[src/rtl/mem_access_fsm.sv]
// Purpose: single-outstanding load/store sequencer between the memory pipeline stage and a gnt/rvalid memory port.
// Latency: accept with immediate gnt at T, rvalid at T+1, done_o at T+2; bad ops report done_o/err_o one cycle after acceptance.
// Backpressure: stall_o holds upstream while an op is offered in IDLE or in flight (REQ/WAIT); memory throttles via mem_gnt_i and mem_rvalid_i.
module mem_access_fsm #(
  parameter int ADDR_W = 32
) (
  input  logic              clk_i,
  input  logic              rst_ni,
  input  logic              valid_i,
  input  logic [3:0]        mem_op_i,
  input  logic [ADDR_W-1:0] addr_i,
  input  logic [31:0]       wdata_i,
  output logic              stall_o,
  output logic              done_o,
  output logic [31:0]       rdata_o,
  output logic              err_o,
  output logic              mem_req_o,
  output logic              mem_we_o,
  output logic [3:0]        mem_be_o,
  output logic [ADDR_W-1:0] mem_addr_o,
  output logic [31:0]       mem_wdata_o,
  input  logic              mem_gnt_i,
  input  logic              mem_rvalid_i,
  input  logic [31:0]       mem_rdata_i
);

  typedef enum logic [1:0] {IDLE, REQ, WAIT, DONE} state_t;

  localparam logic [3:0] OP_LB  = 4'd0;
  localparam logic [3:0] OP_LH  = 4'd1;
  localparam logic [3:0] OP_LW  = 4'd2;
  localparam logic [3:0] OP_LBU = 4'd4;
  localparam logic [3:0] OP_LHU = 4'd5;
  localparam logic [3:0] OP_SB  = 4'd8;
  localparam logic [3:0] OP_SH  = 4'd9;
  localparam logic [3:0] OP_SW  = 4'd10;

  state_t            state_q, state_d;
  logic [3:0]        op_q;
  logic [1:0]        off_q;
  logic [ADDR_W-1:0] addr_q;
  logic [3:0]        be_q;
  logic [31:0]       wdata_q;
  logic              err_q;
  logic [31:0]       rdata_q;

  logic              op_legal, misaligned, accept, reject;
  logic [3:0]        be_in;
  logic [31:0]       wdata_in;
  logic [7:0]        ld_byte;
  logic [15:0]       ld_half;
  logic [31:0]       ld_ext;

  // Decode the offered op: legality, alignment, byte lanes and lane-replicated store data.
  always_comb begin
    op_legal   = 1'b0;
    misaligned = 1'b0;
    be_in      = 4'b1111;
    wdata_in   = '0;
    case (mem_op_i)
      OP_LB, OP_LBU: op_legal = 1'b1;
      OP_LH, OP_LHU: begin
        op_legal   = 1'b1;
        misaligned = addr_i[0];
      end
      OP_LW: begin
        op_legal   = 1'b1;
        misaligned = |addr_i[1:0];
      end
      OP_SB: begin
        op_legal = 1'b1;
        be_in    = 4'b0001 << addr_i[1:0];
        wdata_in = {4{wdata_i[7:0]}};
      end
      OP_SH: begin
        op_legal   = 1'b1;
        misaligned = addr_i[0];
        be_in      = 4'b0011 << {addr_i[1], 1'b0};
        wdata_in   = {2{wdata_i[15:0]}};
      end
      OP_SW: begin
        op_legal   = 1'b1;
        misaligned = |addr_i[1:0];
        wdata_in   = wdata_i;
      end
      default: op_legal = 1'b0;
    endcase
  end

  assign accept = (state_q == IDLE) && valid_i && op_legal && !misaligned;
  assign reject = (state_q == IDLE) && valid_i && !(op_legal && !misaligned);

  // Pick the addressed byte/half of the returned word and extend it per the latched op.
  always_comb begin
    case (off_q)
      2'd0:    ld_byte = mem_rdata_i[7:0];
      2'd1:    ld_byte = mem_rdata_i[15:8];
      2'd2:    ld_byte = mem_rdata_i[23:16];
      default: ld_byte = mem_rdata_i[31:24];
    endcase
    ld_half = off_q[1] ? mem_rdata_i[31:16] : mem_rdata_i[15:0];
    case (op_q)
      OP_LB:   ld_ext = {{24{ld_byte[7]}}, ld_byte};
      OP_LBU:  ld_ext = {24'd0, ld_byte};
      OP_LH:   ld_ext = {{16{ld_half[15]}}, ld_half};
      OP_LHU:  ld_ext = {16'd0, ld_half};
      OP_LW:   ld_ext = mem_rdata_i;
      default: ld_ext = '0;
    endcase
  end

  // State register.
  always_ff @(posedge clk_i or negedge rst_ni) begin
    if (!rst_ni) state_q <= IDLE;
    else         state_q <= state_d;
  end

  // Next-state and outputs; memory-port fields are zero whenever no request is presented.
  always_comb begin
    state_d     = state_q;
    stall_o     = 1'b0;
    done_o      = 1'b0;
    err_o       = 1'b0;
    mem_req_o   = 1'b0;
    mem_we_o    = 1'b0;
    mem_be_o    = '0;
    mem_addr_o  = '0;
    mem_wdata_o = '0;
    case (state_q)
      IDLE: begin
        stall_o = valid_i;
        if (accept) begin
          mem_req_o   = 1'b1;
          mem_we_o    = mem_op_i[3];
          mem_be_o    = be_in;
          mem_addr_o  = {addr_i[ADDR_W-1:2], 2'b00};
          mem_wdata_o = wdata_in;
          state_d     = mem_gnt_i ? WAIT : REQ;
        end else if (reject) begin
          state_d = DONE;
        end
      end
      REQ: begin
        stall_o     = 1'b1;
        mem_req_o   = 1'b1;
        mem_we_o    = op_q[3];
        mem_be_o    = be_q;
        mem_addr_o  = addr_q;
        mem_wdata_o = wdata_q;
        if (mem_gnt_i) state_d = WAIT;
      end
      WAIT: begin
        stall_o = 1'b1;
        if (mem_rvalid_i) state_d = DONE;
      end
      default: begin
        done_o  = 1'b1;
        err_o   = err_q;
        state_d = IDLE;
      end
    endcase
  end

  // Capture the op on acceptance so upstream changes cannot disturb it; register the load result.
  always_ff @(posedge clk_i or negedge rst_ni) begin
    if (!rst_ni) begin
      op_q    <= '0;
      off_q   <= '0;
      addr_q  <= '0;
      be_q    <= '0;
      wdata_q <= '0;
      err_q   <= 1'b0;
      rdata_q <= '0;
    end else if (accept) begin
      op_q    <= mem_op_i;
      off_q   <= addr_i[1:0];
      addr_q  <= {addr_i[ADDR_W-1:2], 2'b00};
      be_q    <= be_in;
      wdata_q <= wdata_in;
      err_q   <= 1'b0;
      rdata_q <= '0;
    end else if (reject) begin
      err_q   <= 1'b1;
      rdata_q <= '0;
    end else if (state_q == WAIT && mem_rvalid_i) begin
      rdata_q <= ld_ext;
    end
  end

  assign rdata_o = rdata_q;

endmodule

[config.mk]
export PLATFORM = sky130hd
export DESIGN_NAME = mem_access_fsm
export DESIGN_NICKNAME = d
export VERILOG_FILES = /design/src/rtl/mem_access_fsm.sv
export SDC_FILE = /design/constraint.sdc
export NUM_CORES = 1
export LEC_CHECK = 0
export BUFFER_PORTS_ARGS = -buffer_cell sky130_fd_sc_hd__buf_2
export CORE_MARGIN = 8
export CORE_UTILIZATION = 45
export CTS_CLUSTER_DIAMETER = 120
export CTS_CLUSTER_SIZE = 24
export DETAILED_ROUTE_END_ITERATION = 6
export HOLD_SLACK_MARGIN = 0.05
export PLACE_DENSITY = 0.8
export SYNTH_ARGS = -nofsm -noshare
export SYNTH_HDL_FRONTEND = slang
export SYNTH_SLANG_ARGS = --single-unit
[constraint.sdc]
create_clock -name clk_i -period 1.93 [get_ports clk_i]
set_clock_uncertainty 0.2 [all_clocks]
set_input_delay 0.0965 -clock clk_i [delete_from_list [all_inputs] [get_ports clk_i]]
set_output_delay 0.0965 -clock clk_i [all_outputs]
set_load 0.05 [all_outputs]
; After elaboration in Yosys (flattened, before gate mapping)
; Cells that the tools add are included.
[totals]
inputBits = 105
wordCells = 80
ff_bits = 107
[op_classes]
shifts = 2
n_reduce_logical = 21
n_eq_ne = 18
n_mux = 31
[op_table]
columns = cell, count
row1 = $mux W32, 5
row2 = $pmux W32 S5, 1
row3 = $pmux W32 S2, 2
row4 = $pmux W32 S3, 1
row5 = $pmux W8 S3, 1
row6 = $eq A4 B3 Y1 const B, 4
row7 = $mux W16, 1
row8 = $pmux W4 S2, 2
row9 = $eq A4 B4 Y1 const B, 3
row10 = $mux W2, 5
row11 = $eq A4 B1 Y1 const B, 2
row12 = $eq A4 B2 Y1 const B, 2
row13 = $logic_not A4 Y1, 2
row14 = $pmux W1 S2, 4
row15 = $reduce_or A8 Y1, 1
row16 = $mux W1, 7
row17 = $logic_and A1 B1 Y1, 6
row18 = $pmux W2 S3, 1
row19 = $reduce_or A2 Y1, 3
row20 = $reduce_or A3 Y1, 2
row21 = $eq A2 B1 Y1 const B, 2
row22 = $eq A2 B2 Y1 const B, 2
row23 = $logic_not A2 Y1, 2
row24 = $mux W4, 1
row25 = 8 further kinds, 10

; Longest topological paths before layout
[logic_depth]
ltp_word = 10
ltp_mapped = 9

; Worst setup path after synthesis
; No wires, ideal clock.
[synth_path]
kind = reg-to-output
startpoint = register state_q[1]
endpoint = output port mem_wdata_o[18]
setup_slack_ns = -0.364
required_ns = 1.633
stages_incl_launch_ff = 9
n_path_buf = 2
arrival_ns = 1.998
cell_sequence = dfrtp_1 inv_1 ha_1 and2_1 buf_2 o2111a_1 buf_2 nand3_1 nand3_1
[synth_between]
elab_chain_cells = 6
[synth_rtl]
columns = element, line_no
row1 = "start, declared", 38  ; state_t state_q, state_d;
row2 = "start signal, assigned", 115  ; else state_q <= state_d;
row3 = $logic_not A2 Y1, "90, 129"
row4 = $logic_and A1 B1 Y1 (3 in a row), 90  ; assign accept = (state_q == IDLE) && valid_i && op_legal && !misaligned;
row5 = $mux W32, 132  ; if (accept) begin
row6 = $pmux W32 S2 (*), 129  ; case (state_q)
row7 = "end, declared", 21  ; output logic [31:0] mem_wdata_o,
; Every way passes the cells marked *; elsewhere a longest branch is shown, timed or not.

; Worst setup path in the final report
[layout_path]
startpoint = register state_q[1]
endpoint = output port mem_wdata_o[31]
; The elaborated chain is that of the path after synthesis.

==> results.md <==
- CTS tree: done
- Worst-Margin Slew: between 0.6 and 0.7 ns
- I/O pin count: 210
- Period utilization: 1.22
- Area Overhead vs Synth: 96.2%
- First-pass detailed-route iteration total: 5
- Die area: roughly 17000 µm²
- Fill count: a little under 500
- Power Dens Cells: roughly 1300 nW/µm²
- CP Capture Type: output port
- CP required: around 1.6 ns
- Crit path launch: state_q[1]
- Sequential fraction of the synthesis area: 0.469
- Cell row count: around 40
- Wire length on met1: roughly 11 mm
- Max VDD drop: a little under 0.7 mV
- CTS Buf Count: 9
- Die X-Extent: about 130 µm
- Drt via density: 6.25
- GP Congestion: 0.835
- Vias in the first global route: between 7000 and 8000
- Via count: 7722
- Fin area: ~11000 µm²
- Sequential Power Share: 0.239
- Comb pwr share: 0.629
- Fin util: 0.895
- Cells after synthesis: around 670
- Die Height: 129 µm
- Capture point of the worst reg-to-reg path: wdata_q[0]
- Post-DP HPWL: about 13 mm
- Period minus WS final: between 2 and 2.5 ns
- Critical R2R Launch: state_q[1]
- Max Cap Viol: 0
- Peak fanout along the critical path: 5
- Place WS: -0.0544 ns
- Failing checks: setup timing
- Clock sink count: approximately 110
- Yosys reg bits: between 100 and 150
- LEAKAGE: 5.71 nW
- Crit path launch type: flop
- GRT Util Overall: 0.309
- Final Worst Setup Slack: -0.423 ns
- Synthesized cell area: 5710 µm²
- Clock share of power: 0.132
- # DRC: 0
- Final Power: between 10 and 15 mW
- Latest clock arrival within the worst-skew pair: between 0.3 and 0.4 ns
- Setup_tns: -29.95 ns
- DP Area: a little under 8000 µm²
- Core Area: 12500 µm²
- Reg2Reg Depth: 10
- Internal: 7.66 mW
- Clk root buf: clkbuf_16
- Last element of the critical path: mem_wdata_o[31]
- DR WL met2: between 15 and 20 mm
- YS warnings: 0
- Wirelength, routed: between 30 and 40 mm
- Worst hold path class: in2reg
- Post-synth ARST share: 1.00
- Flop2flop setup slack: -0.25 ns
- Hold WS: 0.0890 ns
- Max layer used: met4
- Routed len/inst: 26.4 µm
- Initial antenna violation count: 2
- Fmax: between 400 and 500 MHz
- Max-slew violations: 0
- Worst endpoint data arrival time: just over 2 ns
- Rel. slew slack: 0.590
- DR iter-0 viols: 951
- Distinct cells, synth: slightly above 50
- Sw Ratio: 0.485
- Critical path class: reg2out
- Mean area per synthesized cell: roughly 8.6 µm²
- Clock Tree Buf Depth: 2
- Initial Util: 0.456
- Final nets: approximately 1200
- Total congestion overflow: 0
- RSZ-0062 raised after global routing: true
- Hold depth: 5
- PortBufs: 207
- Met3 WL: ~3.5 mm
- Endpoints failing setup: 152
- EDFF count, synth: 0
- Clock transition at path regs: 0.08 ns
- Largest net degree at the start of global routing: 108
- First-pass GRT wire length: around 40 mm
- Placed cells: around 1100
- Layout cell share with drive strength beyond 1: 0.506
- Status: finished, violations left
- CTS H-tree lvls: 3
- Final std cells w/o fill: between 1000 and 1500
- NetSw: between 7 and 8 mW
- Final ANT Viol Nets: 0
- Primary FF master, synth: dfrtp_1
- Final hold vios: 0
flip-flops by register name (all words and copies together), names as in the netlist:
name,count
rdata_o,32
wdata_q,32
addr_q,30
be_q,4
op_q,4
off_q,2
state_q,2
err_q,1
cells by family (layout without fill, tap and decap cells):
family,after synthesis,in the layout,synth area share
AOI/OAI and AO/OA,150,150,0.197
and+or+nand+nor,328,329,0.239
muxes,19,19,0.0381
adders and majority gates,5,5,0.0110
other,1,6,0.000657
buffers and inverters,57,447,0.0458
DFF,107,107,0.469
how the worst min path moves through the flow:
stage | startpoint | end | slack [ns]
global placement | rst_ni | wdata_q[10] | 0.03
finish | wdata_i[30] | wdata_q[30] | 0.09
global route | mem_rvalid_i | rdata_o[15] | 0.10
CTS | wdata_i[30] | wdata_q[30] | 0.05
detailed placement | rst_ni | wdata_q[10] | 0.02
floorplan | rst_ni | addr_q[10] | -0.40
power groups by stage:
stage | registers (mW) | logic (mW) | clock network (mW)
5_1_grt | 3.60 | 9.66 | 2.05
6_report | 3.55 | 9.35 | 1.97
2_1_floorplan | 4.08 | 3.90 | 0
3_5_place_dp | 3.43 | 6.37 | 0
3_3_place_gp | 3.39 | 6.29 | 0
4_1_cts | 3.40 | 7.30 | 1.94
Yosys cell counts, drive strengths merged (3+ instances only):
| master | count | area [µm²] |
|---|---|---|
| a32oi | 5 | 43.8 |
| nand3 | 16 | 80.1 |
| and2 | 4 | 25.0 |
| a221oi | 9 | 85.1 |
| clkbuf | 22 | 83.8 |
| a21o | 38 | 285 |
| mux2 | 9 | 101 |
| inv | 7 | 26.3 |
| nand2 | 262 | 983 |
| o21ai | 26 | 130 |
| nor4 | 3 | 40.0 |
| ha | 5 | 62.6 |
| a21oi | 6 | 33.8 |
| a22oi | 36 | 270 |
| nor2 | 21 | 78.8 |
| dfrtp | 107 | 2680 |
| buf | 28 | 151 |
| nor3 | 3 | 15.0 |
| nor2b | 5 | 31.3 |
| o21a | 3 | 22.5 |
| a22o | 17 | 149 |
| mux2i | 9 | 90.1 |
cells in the final DEF, fill, tap and decap left out, types with 7 or more instances in the layout:
| master | instances |
|---|---|
| nand2_1 | 174 |
| buf_2 | 138 |
| dfrtp_1 | 106 |
| dlygate4sd3_1 | 100 |
| buf_4 | 74 |
| buf_8 | 72 |
| nand2_4 | 45 |
| nand2_2 | 41 |
| a22oi_1 | 23 |
| o21ai_0 | 20 |
| a21o_1 | 19 |
| buf_12 | 18 |
| clkbuf_16 | 17 |
| a21o_4 | 16 |
| nor2_4 | 13 |
| a22oi_2 | 13 |
| buf_6 | 13 |
| nand3_1 | 10 |
| mux2i_1 | 9 |
| a22o_1 | 9 |
| mux2_2 | 8 |
| nor2_1 | 7 |
final cells by class:
type / instances / area (µm²) / share of cell area
diodes: 4 / 10.0 / 0.000894
clock buffers: 10 / 229 / 0.0204
clock inverters: 6 / 75.1 / 0.00670
inverters: 7 / 26.3 / 0.00235
multi-input cells: 505 / 3910 / 0.349
flip-flops and latches: 107 / 2680 / 0.239
well taps: 172 / 215 / 0.0192
repair buffers: 424 / 4060 / 0.363
critical path, stage by stage (launching register included):
cell      delay, ns
dfrtp_1        0.40
inv_2          0.10
ha_4           0.14
and2_4         0.18
o2111a_2       0.27
buf_6          0.16
o21a_1         0.17
a21o_2         0.13
buf_8          0.14
metal layers:
layer  GRT usage  vias to the layer above
met2       0.520                      711
met4       0.186                        0
met1       0.346                     3672
met3      0.0840                      268
li1            -                     3071
met5           0                        -
timing repair:
item,CTS,global route
setup buffers,29,26
gates cloned,6,13
endpoints found under the setup margin,84,174
endpoints found under the hold margin,204,0
gates resized for setup,206,198
hold buffers,100,0
pin swaps,24,45
Power figures use the tool's default switching activity.
